===== src/rtl/mux_pkg.sv =====
// Shared constants and helpers for the N-to-1 stream multiplexer.
// The MODE values select the channel-selection policy of mux_stream_nto1.
package mux_pkg;

    localparam int MODE_SEL  = 0;
    localparam int MODE_PRIO = 1;
    localparam int MODE_RR   = 2;

    // The wrap is explicit so the pointer stays in range when n is not a power of two.
    function automatic int next_ptr(input int g, input int n);
        return (g == n - 1) ? 0 : g + 1;
    endfunction

endpackage


===== src/rtl/rr_arbiter.sv =====
// Round-robin arbiter: a one-hot grant that starts searching at ptr.
// The pointer moves one past the winner, and only when adv reports a completed handshake.
module rr_arbiter
    import mux_pkg::*;
#(
    parameter int N = 4
) (
    input  logic         clk,
    input  logic         rst,
    input  logic [N-1:0] req,
    input  logic         adv,
    output logic [N-1:0] grant
);

    localparam int SW = $clog2(N);

    logic [SW-1:0] ptr;
    logic [SW-1:0] gidx;
    logic          found;

    // First pass covers ptr..N-1 and second pass 0..ptr-1, giving the circular search order.
    always_comb begin
        grant = '0;
        gidx  = '0;
        found = 1'b0;
        for (int i = 0; i < N; i++) begin
            if (!found && req[i] && (SW'(i) >= ptr)) begin
                found    = 1'b1;
                grant[i] = 1'b1;
                gidx     = SW'(i);
            end
        end
        for (int i = 0; i < N; i++) begin
            if (!found && req[i] && (SW'(i) < ptr)) begin
                found    = 1'b1;
                grant[i] = 1'b1;
                gidx     = SW'(i);
            end
        end
    end

    always_ff @(posedge clk or posedge rst) begin
        if (rst) begin
            ptr <= '0;
        end else if (adv) begin
            ptr <= SW'(next_ptr(int'(gidx), N));
        end
    end

endmodule


===== src/rtl/mux_stream_nto1.sv =====
// N-to-1 registered stream multiplexer with valid/ready on every port.
// Selection policy is external select, fixed priority or round-robin, chosen by MODE.
module mux_stream_nto1
    import mux_pkg::*;
#(
    parameter int WIDTH = 8,
    parameter int N     = 4,
    parameter int MODE  = 2,
    parameter int SW    = $clog2(N)
) (
    input  logic             clk,
    input  logic             rst,
    input  logic [N*WIDTH-1:0] in_data,
    input  logic [N-1:0]     in_valid,
    output logic [N-1:0]     in_ready,
    input  logic [SW-1:0]    sel,
    output logic [WIDTH-1:0] out_data,
    output logic [SW-1:0]    out_chan,
    output logic             out_valid,
    input  logic             out_ready
);

    logic             load;
    logic             take;
    logic [N-1:0]     grant;
    logic [N-1:0]     grant_fix;
    logic [N-1:0]     grant_rr;
    logic [SW-1:0]    gidx;
    logic [WIDTH-1:0] gdata;
    logic             found;

    assign load = !out_valid || out_ready;

    // A select value with no matching channel (sel >= N) simply yields no grant.
    always_comb begin
        grant_fix = '0;
        found     = 1'b0;
        for (int i = 0; i < N; i++) begin
            if (MODE == MODE_SEL) begin
                if ((sel == SW'(i)) && in_valid[i]) begin
                    grant_fix[i] = 1'b1;
                end
            end else if (!found && in_valid[i]) begin
                found        = 1'b1;
                grant_fix[i] = 1'b1;
            end
        end
    end

    generate
        if (MODE == MODE_RR) begin : g_rr
            rr_arbiter #(
                .N(N)
            ) u_arb (
                .clk   (clk),
                .rst   (rst),
                .req   (in_valid),
                .adv   (take),
                .grant (grant_rr)
            );
        end else begin : g_fix
            assign grant_rr = '0;
        end
    endgenerate

    assign grant    = (MODE == MODE_RR) ? grant_rr : grant_fix;
    assign in_ready = grant & {N{load && !rst}};
    assign take     = |in_ready;

    always_comb begin
        gidx  = '0;
        gdata = '0;
        for (int i = 0; i < N; i++) begin
            if (grant[i]) begin
                gidx  = SW'(i);
                gdata = in_data[i*WIDTH +: WIDTH];
            end
        end
    end

    // Output register: loads on a handshake, empties when free with nothing granted.
    always_ff @(posedge clk or posedge rst) begin
        if (rst) begin
            out_valid <= 1'b0;
            out_data  <= '0;
            out_chan  <= '0;
        end else if (load) begin
            if (take) begin
                out_valid <= 1'b1;
                out_data  <= gdata;
                out_chan  <= gidx;
            end else begin
                out_valid <= 1'b0;
            end
        end
    end

endmodule


===== config.mk =====
export PLATFORM = sky130hd
export DESIGN_NAME = mux_stream_nto1
export DESIGN_NICKNAME = d
export VERILOG_FILES = /design/src/rtl/mux_pkg.sv /design/src/rtl/rr_arbiter.sv /design/src/rtl/mux_stream_nto1.sv
export SDC_FILE = /design/constraint.sdc
export NUM_CORES = 1
export LEC_CHECK = 0
export ABC_CLOCK_PERIOD_IN_PS = 3100
export CORE_MARGIN = 2
export CORE_UTILIZATION = 39
export CTS_CLUSTER_SIZE = 20
export DETAILED_ROUTE_END_ITERATION = 8
export PLACE_DENSITY = 0.95
export RECOVER_POWER = 25
export REMOVE_ABC_BUFFERS = 1
export SYNTH_ARGS = -nofsm -noshare
export SYNTH_HDL_FRONTEND = slang
export SYNTH_SLANG_ARGS = --single-unit

===== constraint.sdc =====
create_clock -name clk -period 3.1 [get_ports clk]
set_input_delay 0.62 -clock clk [delete_from_list [all_inputs] [get_ports clk]]
set_output_delay 0.62 -clock clk [all_outputs]
set_load 0.02 [all_outputs]

==> impl_metrics.env, run 1 <==
export IMPL_fmax_mhz=335
export IMPL_synth_top_family_by_area="compound AO/OA/AOI/OAI gates"
export IMPL_total_power_uw=1130
export IMPL_cp_required_ns=2.48
export IMPL_die_w_um=52.4
export IMPL_layout_drive_gt1_share=0.110
export IMPL_path_max_fanout=5
export IMPL_die_y_um=52.4
export IMPL_final_hold_viol_count=0
export IMPL_ir_worst_vdd_v=0.000407
export IMPL_fillers=188
export IMPL_first_pass_iters=4
export IMPL_status="finished, final reports clean"
export IMPL_io_buffers=53
export IMPL_max_cap_violations=0
export IMPL_fin_skew_ns=0.00149
export IMPL_cts_sinks=13
export IMPL_max_slew_margin=0.522
export IMPL_vias=1059
export IMPL_synthSimpleGateAreaFrac=0.123
export IMPL_synth_area_sq_um=915
export IMPL_fin_nets=196
export IMPL_critPathTopFamily="buffers and inverters"
export IMPL_drt_wl_total_um=3040
export IMPL_ys_warnings_count=0
export IMPL_drt_wirelength_per_cell_um=16.7
export IMPL_pre_cts_slack_ns=0.0884
export IMPL_final_period_utilization=0.963
export IMPL_place_gp_congestion=0.806
export IMPL_overflow=0
export IMPL_antenna_found_initial=0
export IMPL_hpwl_um=2330
export IMPL_path_class="primary input to output port"
export IMPL_setup_violations=0
export IMPL_crit_chain="clkdlybuf4s50_1 > or3_1 > o311ai_1 > and3_1 > clkdlybuf4s50_1"
export IMPL_clk_pin_slew_ns=0.08
export IMPL_synth_xor_area_frac=0
export IMPL_synth_cell_types=28
export IMPL_netlist_instances=97
export IMPL_setup_tns_ns=0
export IMPL_synth_mux_area_frac=0.0274
export IMPL_area_delta_synth_final_pct=65.5
export IMPL_setup_ws_ns=0.114
export IMPL_multi_input_area_sq_um=502
export IMPL_cpMaxStageDelayCell="clkdlybuf4s50_1"
export IMPL_initial_utilization=0.413
export IMPL_place_inst=178
export IMPL_yosys_area_share_adder=0
export IMPL_cp_end_kind="output port"
export IMPL_critPathLaunchType="primary input"
export IMPL_coreArea_sq_mm=0.00221
export IMPL_placement_rows=17
export IMPL_critPathArrivalTime_ns=2.37
export IMPL_synth_compound_area_frac=0.398
export IMPL_pin_count=56
export IMPL_htreeDepth=1
export IMPL_yosysSeqAreaShare=0.356
export IMPL_clockBufferDepth=2
export IMPL_cts_tree="done"
export IMPL_worstHoldPathType="flip-flop to flip-flop"
export IMPL_drtAntennaViolNets=0
export IMPL_avgSynthCellArea_sq_um=9.43
export IMPL_dpl_cell_area_sq_mm=0.00149
export IMPL_die_area_sq_mm=0.00275
export IMPL_crit_buf_inv=2
export IMPL_rsz0062_at_grt="false"
export IMPL_register_area_sq_um=325
export IMPL_fin_area_sq_mm=0.00151
export IMPL_root_buffer="clkbuf_4"
export IMPL_yosys_register_bits=13
export IMPL_grt_max_degree=14
export IMPL_drc=0
export IMPL_leakage_uw=0.000627
export IMPL_grt_pass1_wl_um=4630
export IMPL_insertion_delay_ns=0.28
export IMPL_vias_per_cell=5.82
export IMPL_cts_inserted_buffers=3
export IMPL_grt_usage=0.232
export IMPL_final_cell_count_no_fill=182
export IMPL_power_density_mw_per_mm2=747
export IMPL_grt_pass1_vias=1037
export IMPL_crit_top_cell="clkdlybuf4s50_1"
export IMPL_drt_iter0_markers=29
export IMPL_diodes=0
export IMPL_period_needed_ns=2.99
export IMPL_worst_pin_slew_ns=0.718
export IMPL_max_stage_delay_ns=0.60
export IMPL_maxSlewViolCount=0
-- cells by family after synthesis --
| kind of cell | after synthesis |
|---|---|
| compound gates | 48 |
| buf+inv | 19 |
| flops | 13 |
| mux | 2 |
| simple gates | 15 |
-- report_power, final --
group	internal [uW]	switching, uW	total [uW]
clock	47.9	59.2	107
combinational	354	359	713
sequential	248	61.6	310
-- layout by cell type (no fill, tap or decap), types with 3 or more instances in the layout --
master,instances
inv_1,12
buf_4,6
a22o_1,8
o21ai_0,13
o21ai_1,3
dfrtp_1,13
o32ai_1,8
clkdlybuf4s50_1,52
clkbuf_4,3
and2_1,3
a221oi_1,8
-- cells in the mapped netlist --
| library cell | instances | share of area |
|---|---|---|
| o211a_1 | 2 | 0.022 |
| nor4_4 | 1 | 0.023 |
| a21oi_1 | 2 | 0.011 |
| a21boi_0 | 1 | 0.0082 |
| nand2_1 | 2 | 0.0082 |
| mux2_4 | 1 | 0.016 |
| and2_1 | 3 | 0.021 |
| nand2b_1 | 1 | 0.0068 |
| or2_2 | 1 | 0.0068 |
| clkbuf_1 | 4 | 0.016 |
| inv_1 | 12 | 0.049 |
| a221oi_1 | 8 | 0.077 |
| buf_6 | 2 | 0.025 |
| a22o_1 | 8 | 0.077 |
| o22ai_1 | 1 | 0.0068 |
| mux2i_1 | 1 | 0.011 |
| o21ai_1 | 3 | 0.016 |
| buf_2 | 1 | 0.0055 |
| or2b_1 | 1 | 0.0082 |
| o41a_4 | 1 | 0.023 |
| o21ai_0 | 13 | 0.071 |
| o311ai_0 | 1 | 0.0096 |
| and2_4 | 2 | 0.019 |
| o32ai_1 | 8 | 0.077 |
| dfrtp_1 | 13 | 0.36 |
| or3_1 | 1 | 0.0068 |
| and3_1 | 2 | 0.014 |
| nor2b_2 | 1 | 0.0096 |
-- timing repair --
| item | CTS | global route |
|---|---|---|
| resized for setup | 0 | 1 |
| buffers inserted | 0 | 0 |
| endpoints found under the setup margin | 0 | 1 |
| hold buffers | 0 | 0 |
-- worst paths after layout --
check                                              start                 endpoint  slack (ns)  cells after the start
setup / recovery                             in_valid[1]              in_ready[2]        0.11                      5
hold / removal                   out_chan[0]$_DFFE_PP0P_  out_chan[0]$_DFFE_PP0P_        0.52                      1
setup reg to reg           g_rr.u_arb.ptr[0]$_DFFE_PP0P_  out_chan[0]$_DFFE_PP0P_        1.02                      6
hold reg to reg                  out_chan[0]$_DFFE_PP0P_  out_chan[0]$_DFFE_PP0P_        0.52                      1
max in group asynchronous                            rst  out_data[4]$_DFFE_PP0P_        1.65                      3
min in group asynchronous                            rst  out_data[2]$_DFFE_PP0P_        1.00                      3
-- sequential cells by signal, indices dropped and copies added, names as in the netlist --
signal,count
out_data,8
g_rr.u_arb.ptr,2
out_chan,2
out_valid,1
-- cell type report --
| cell class | instances | area share |
|---|---|---|
| clock buffer | 3 | 0.0149 |
| timing repair buffer | 60 | 0.383 |
| multi-input combinational | 65 | 0.331 |
| clock inverter | 1 | 0.00331 |
| tap | 28 | 0.0231 |
| sequential | 13 | 0.215 |
| inverter | 12 | 0.0298 |
-- per-stage QoR --
| stage | utilization | hold WS, ns |
|---|---|---|
| 2_1_floorplan | - | 0.502 |
| 3_3_place_gp | 0.674 | 0.490 |
| 3_5_place_dp | 0.674 | 0.505 |
| 4_1_cts | 0.686 | 0.527 |
| 5_1_grt | 0.684 | 0.556 |
| 6_report | 0.684 | 0.519 |
-- metal layers --
metal	GRT usage	vias to the layer above	share of wire
met1	0.251	513	0.40
met3	0.0629	6	0.080
met4	0.0855	0	0.010
li1	-	492	-
met2	0.425	48	0.51
met5	0	-	0
Power figures use the tool's default switching activity.
==> run 2: changes to the inputs <==
--- a/config.mk
+++ b/config.mk
@@ -6,7 +6,6 @@
 export NUM_CORES = 1
 export LEC_CHECK = 0
 export ABC_CLOCK_PERIOD_IN_PS = 3100
-export CORE_MARGIN = 2
 export CORE_UTILIZATION = 39
 export CTS_CLUSTER_SIZE = 20
 export DETAILED_ROUTE_END_ITERATION = 8
==> impl_metrics.env, run 2 (synthesis gave the netlist of run 1 again) <==
export IMPL_post_cts_buffers=0
export IMPL_maxSlewViolCount=0
export IMPL_die_area_sq_mm=0.00254
export IMPL_drt_wirelength_per_cell_um=17.0
export IMPL_max_slew_margin=0.512
export IMPL_coreArea_sq_mm=0.00221
export IMPL_layout_common_cells="clkdlybuf4s50_1 (51), o21ai_0 (13), dfrtp_1 (13), inv_1 (12)"
export IMPL_final_period_utilization=0.942
export IMPL_insertion_delay_ns=0.28
export IMPL_layout_drive_gt1_share=0.0980
export IMPL_first_pass_iters=4
export IMPL_period_needed_ns=2.92
export IMPL_place_gp_congestion=0.845
export IMPL_top_register="out_data"
export IMPL_critPathArrivalTime_ns=2.30
export IMPL_drtAntennaViolNets=0
export IMPL_cts_inserted_buffers=3
export IMPL_whs_path_depth=2
export IMPL_clk_pin_slew_ns=0.08
export IMPL_diodes=0
export IMPL_cp_end_kind="output port"
export IMPL_drt_wl_total_um=3070
export IMPL_path_max_fanout=6
export IMPL_path_class="primary input to output port"
export IMPL_fin_nets=195
export IMPL_p_sw_uw=485
export IMPL_io_buffers=53
export IMPL_swShare=0.427
export IMPL_drt_iter0_markers=25
export IMPL_area_delta_synth_final_pct=64.8
export IMPL_reg_top3="out_data: 8 flops, g_rr.u_arb.ptr: 2 flops, out_chan: 2 flops"
export IMPL_worstHoldPathType="flip-flop to flip-flop"
export IMPL_fin_skew_ns=0.00100
export IMPL_rsz0062_at_grt="false"
export IMPL_grt_pass1_wl_um=4800
export IMPL_grt_usage=0.256
export IMPL_crit_chain="dlygate4sd3_1 > inv_1 > and2_1 > and3_1 > clkdlybuf4s50_1"
export IMPL_hpwl_um=2240
export IMPL_p_comb_frac=0.630
export IMPL_power_density_mw_per_mm2=754
export IMPL_cts_tree="done"
export IMPL_leakage_uw=0.000637
export IMPL_vias_per_cell=5.86
export IMPL_reg2reg_depth=6
export IMPL_layout_commonest_cell="clkdlybuf4s50_1"
export IMPL_status="finished, final reports clean"
export IMPL_grt_pass1_vias=1062
export IMPL_max_cap_violations=0
export IMPL_pin_count=56
export IMPL_drc=0
export IMPL_ir_worst_vdd_v=0.000418
export IMPL_grt_max_degree=14
export IMPL_root_buffer="clkbuf_4"
export IMPL_placement_rows=17
export IMPL_setup_violations=0
export IMPL_cpMaxStageDelayCell="clkdlybuf4s50_1"
export IMPL_largest_register_ffs=8
export IMPL_htreeDepth=1
export IMPL_vias=1061
export IMPL_antenna_found_initial=0
export IMPL_p_seq_frac=0.274
export IMPL_worst_pin_slew_ns=0.733
export IMPL_die_y_um=50.4
export IMPL_fmax_mhz=343
export IMPL_cp_required_ns=2.48
export IMPL_setup_tns_ns=0
export IMPL_clockPowerShare=0.096
export IMPL_max_stage_delay_ns=0.60
export IMPL_overflow=0
export IMPL_p_int_uw=652
export IMPL_total_power_uw=1140
export IMPL_critPathLaunchType="primary input"
export IMPL_clockBufferDepth=2
export IMPL_initial_utilization=0.413
export IMPL_die_w_um=50.4
export IMPL_cts_sinks=13
export IMPL_final_hold_viol_count=0
## run 2: path summary, 6_finish.rpt
check,from,end,slack [ns]
max in group asynchronous,rst,out_chan[0]$_DFFE_PP0P_,1.64
worst max register to register,g_rr.u_arb.ptr[0]$_DFFE_PP0P_,out_chan[0]$_DFFE_PP0P_,1.02
worst max-delay path,rst,in_ready[3],0.18
worst min register to register,out_valid$_DFFE_PP0N_,out_valid$_DFFE_PP0N_,0.52
min in group asynchronous,rst,out_data[2]$_DFFE_PP0P_,1.01
worst min-delay path,out_valid$_DFFE_PP0N_,out_valid$_DFFE_PP0N_,0.52
## run 2: repair_timing
action,CTS,global route
cloned,0,0
hold buffers,0,0
gates resized for setup,1,1
endpoints found under the hold margin,0,0
endpoints found under the setup margin,1,1
## run 2: metal layers
metal / up-vias / GRT usage / part of all wire
met2: 69 / 0.433 / 0.47
met4: 0 / 0.144 / 0.030
met5: - / 0 / 0
li1: 488 / - / -
met3: 13 / 0.0606 / 0.10
met1: 491 / 0.293 / 0.40
## run 2: cell type report
type,instances,area (sq um)
Clock buffer,4,26.3
Fill cell,179,704
Inverter,12,45.0
Multi-Input combinational cell,65,502
Sequential cell,13,325
Tap cell,28,35.0
Timing Repair Buffer,59,574
## run 2: worst max-delay path: cells and delay by family
family,cells,cell delay [ns]
AND/OR/NAND/NOR,2,0.45
buffers and inverters,3,1.22
## run 2: power groups by stage
| stage | Clock (uW) | Sequential (uW) | Combinational, uW |
|---|---|---|---|
| floorplan | 0 | 382 | 331 |
| global placement | 0 | 306 | 688 |
| detailed placement | 0 | 312 | 712 |
| CTS | 109 | 310 | 718 |
| global route | 119 | 322 | 769 |
| finish | 110 | 311 | 716 |
## run 2: through the flow
step / utilization / worst slack [ns] / area [sq um] / hold WS, ns / instances
2_1_floorplan: - / 0.839 / 872 / 0.502 / 90
6_report: 0.682 / 0.180 / 1510 / 0.517 / 181
5_1_grt: 0.682 / 0.112 / 1510 / 0.547 / 181
3_3_place_gp: 0.670 / 0.0848 / 1480 / 0.486 / 177
3_5_place_dp: 0.670 / 0.00962 / 1480 / 0.497 / 177
4_1_cts: 0.682 / 0.0773 / 1510 / 0.518 / 181
==> run 3: changes to the inputs <==
--- a/config.mk
+++ b/config.mk
@@ -12,6 +12,7 @@
 export PLACE_DENSITY = 0.95
 export RECOVER_POWER = 25
 export REMOVE_ABC_BUFFERS = 1
+export SLEW_MARGIN = 10
 export SYNTH_ARGS = -nofsm -noshare
 export SYNTH_HDL_FRONTEND = slang
 export SYNTH_SLANG_ARGS = --single-unit
==> results of run 3 <==
Same layout as run 2: the final DEF is identical, and so are final timing and power.
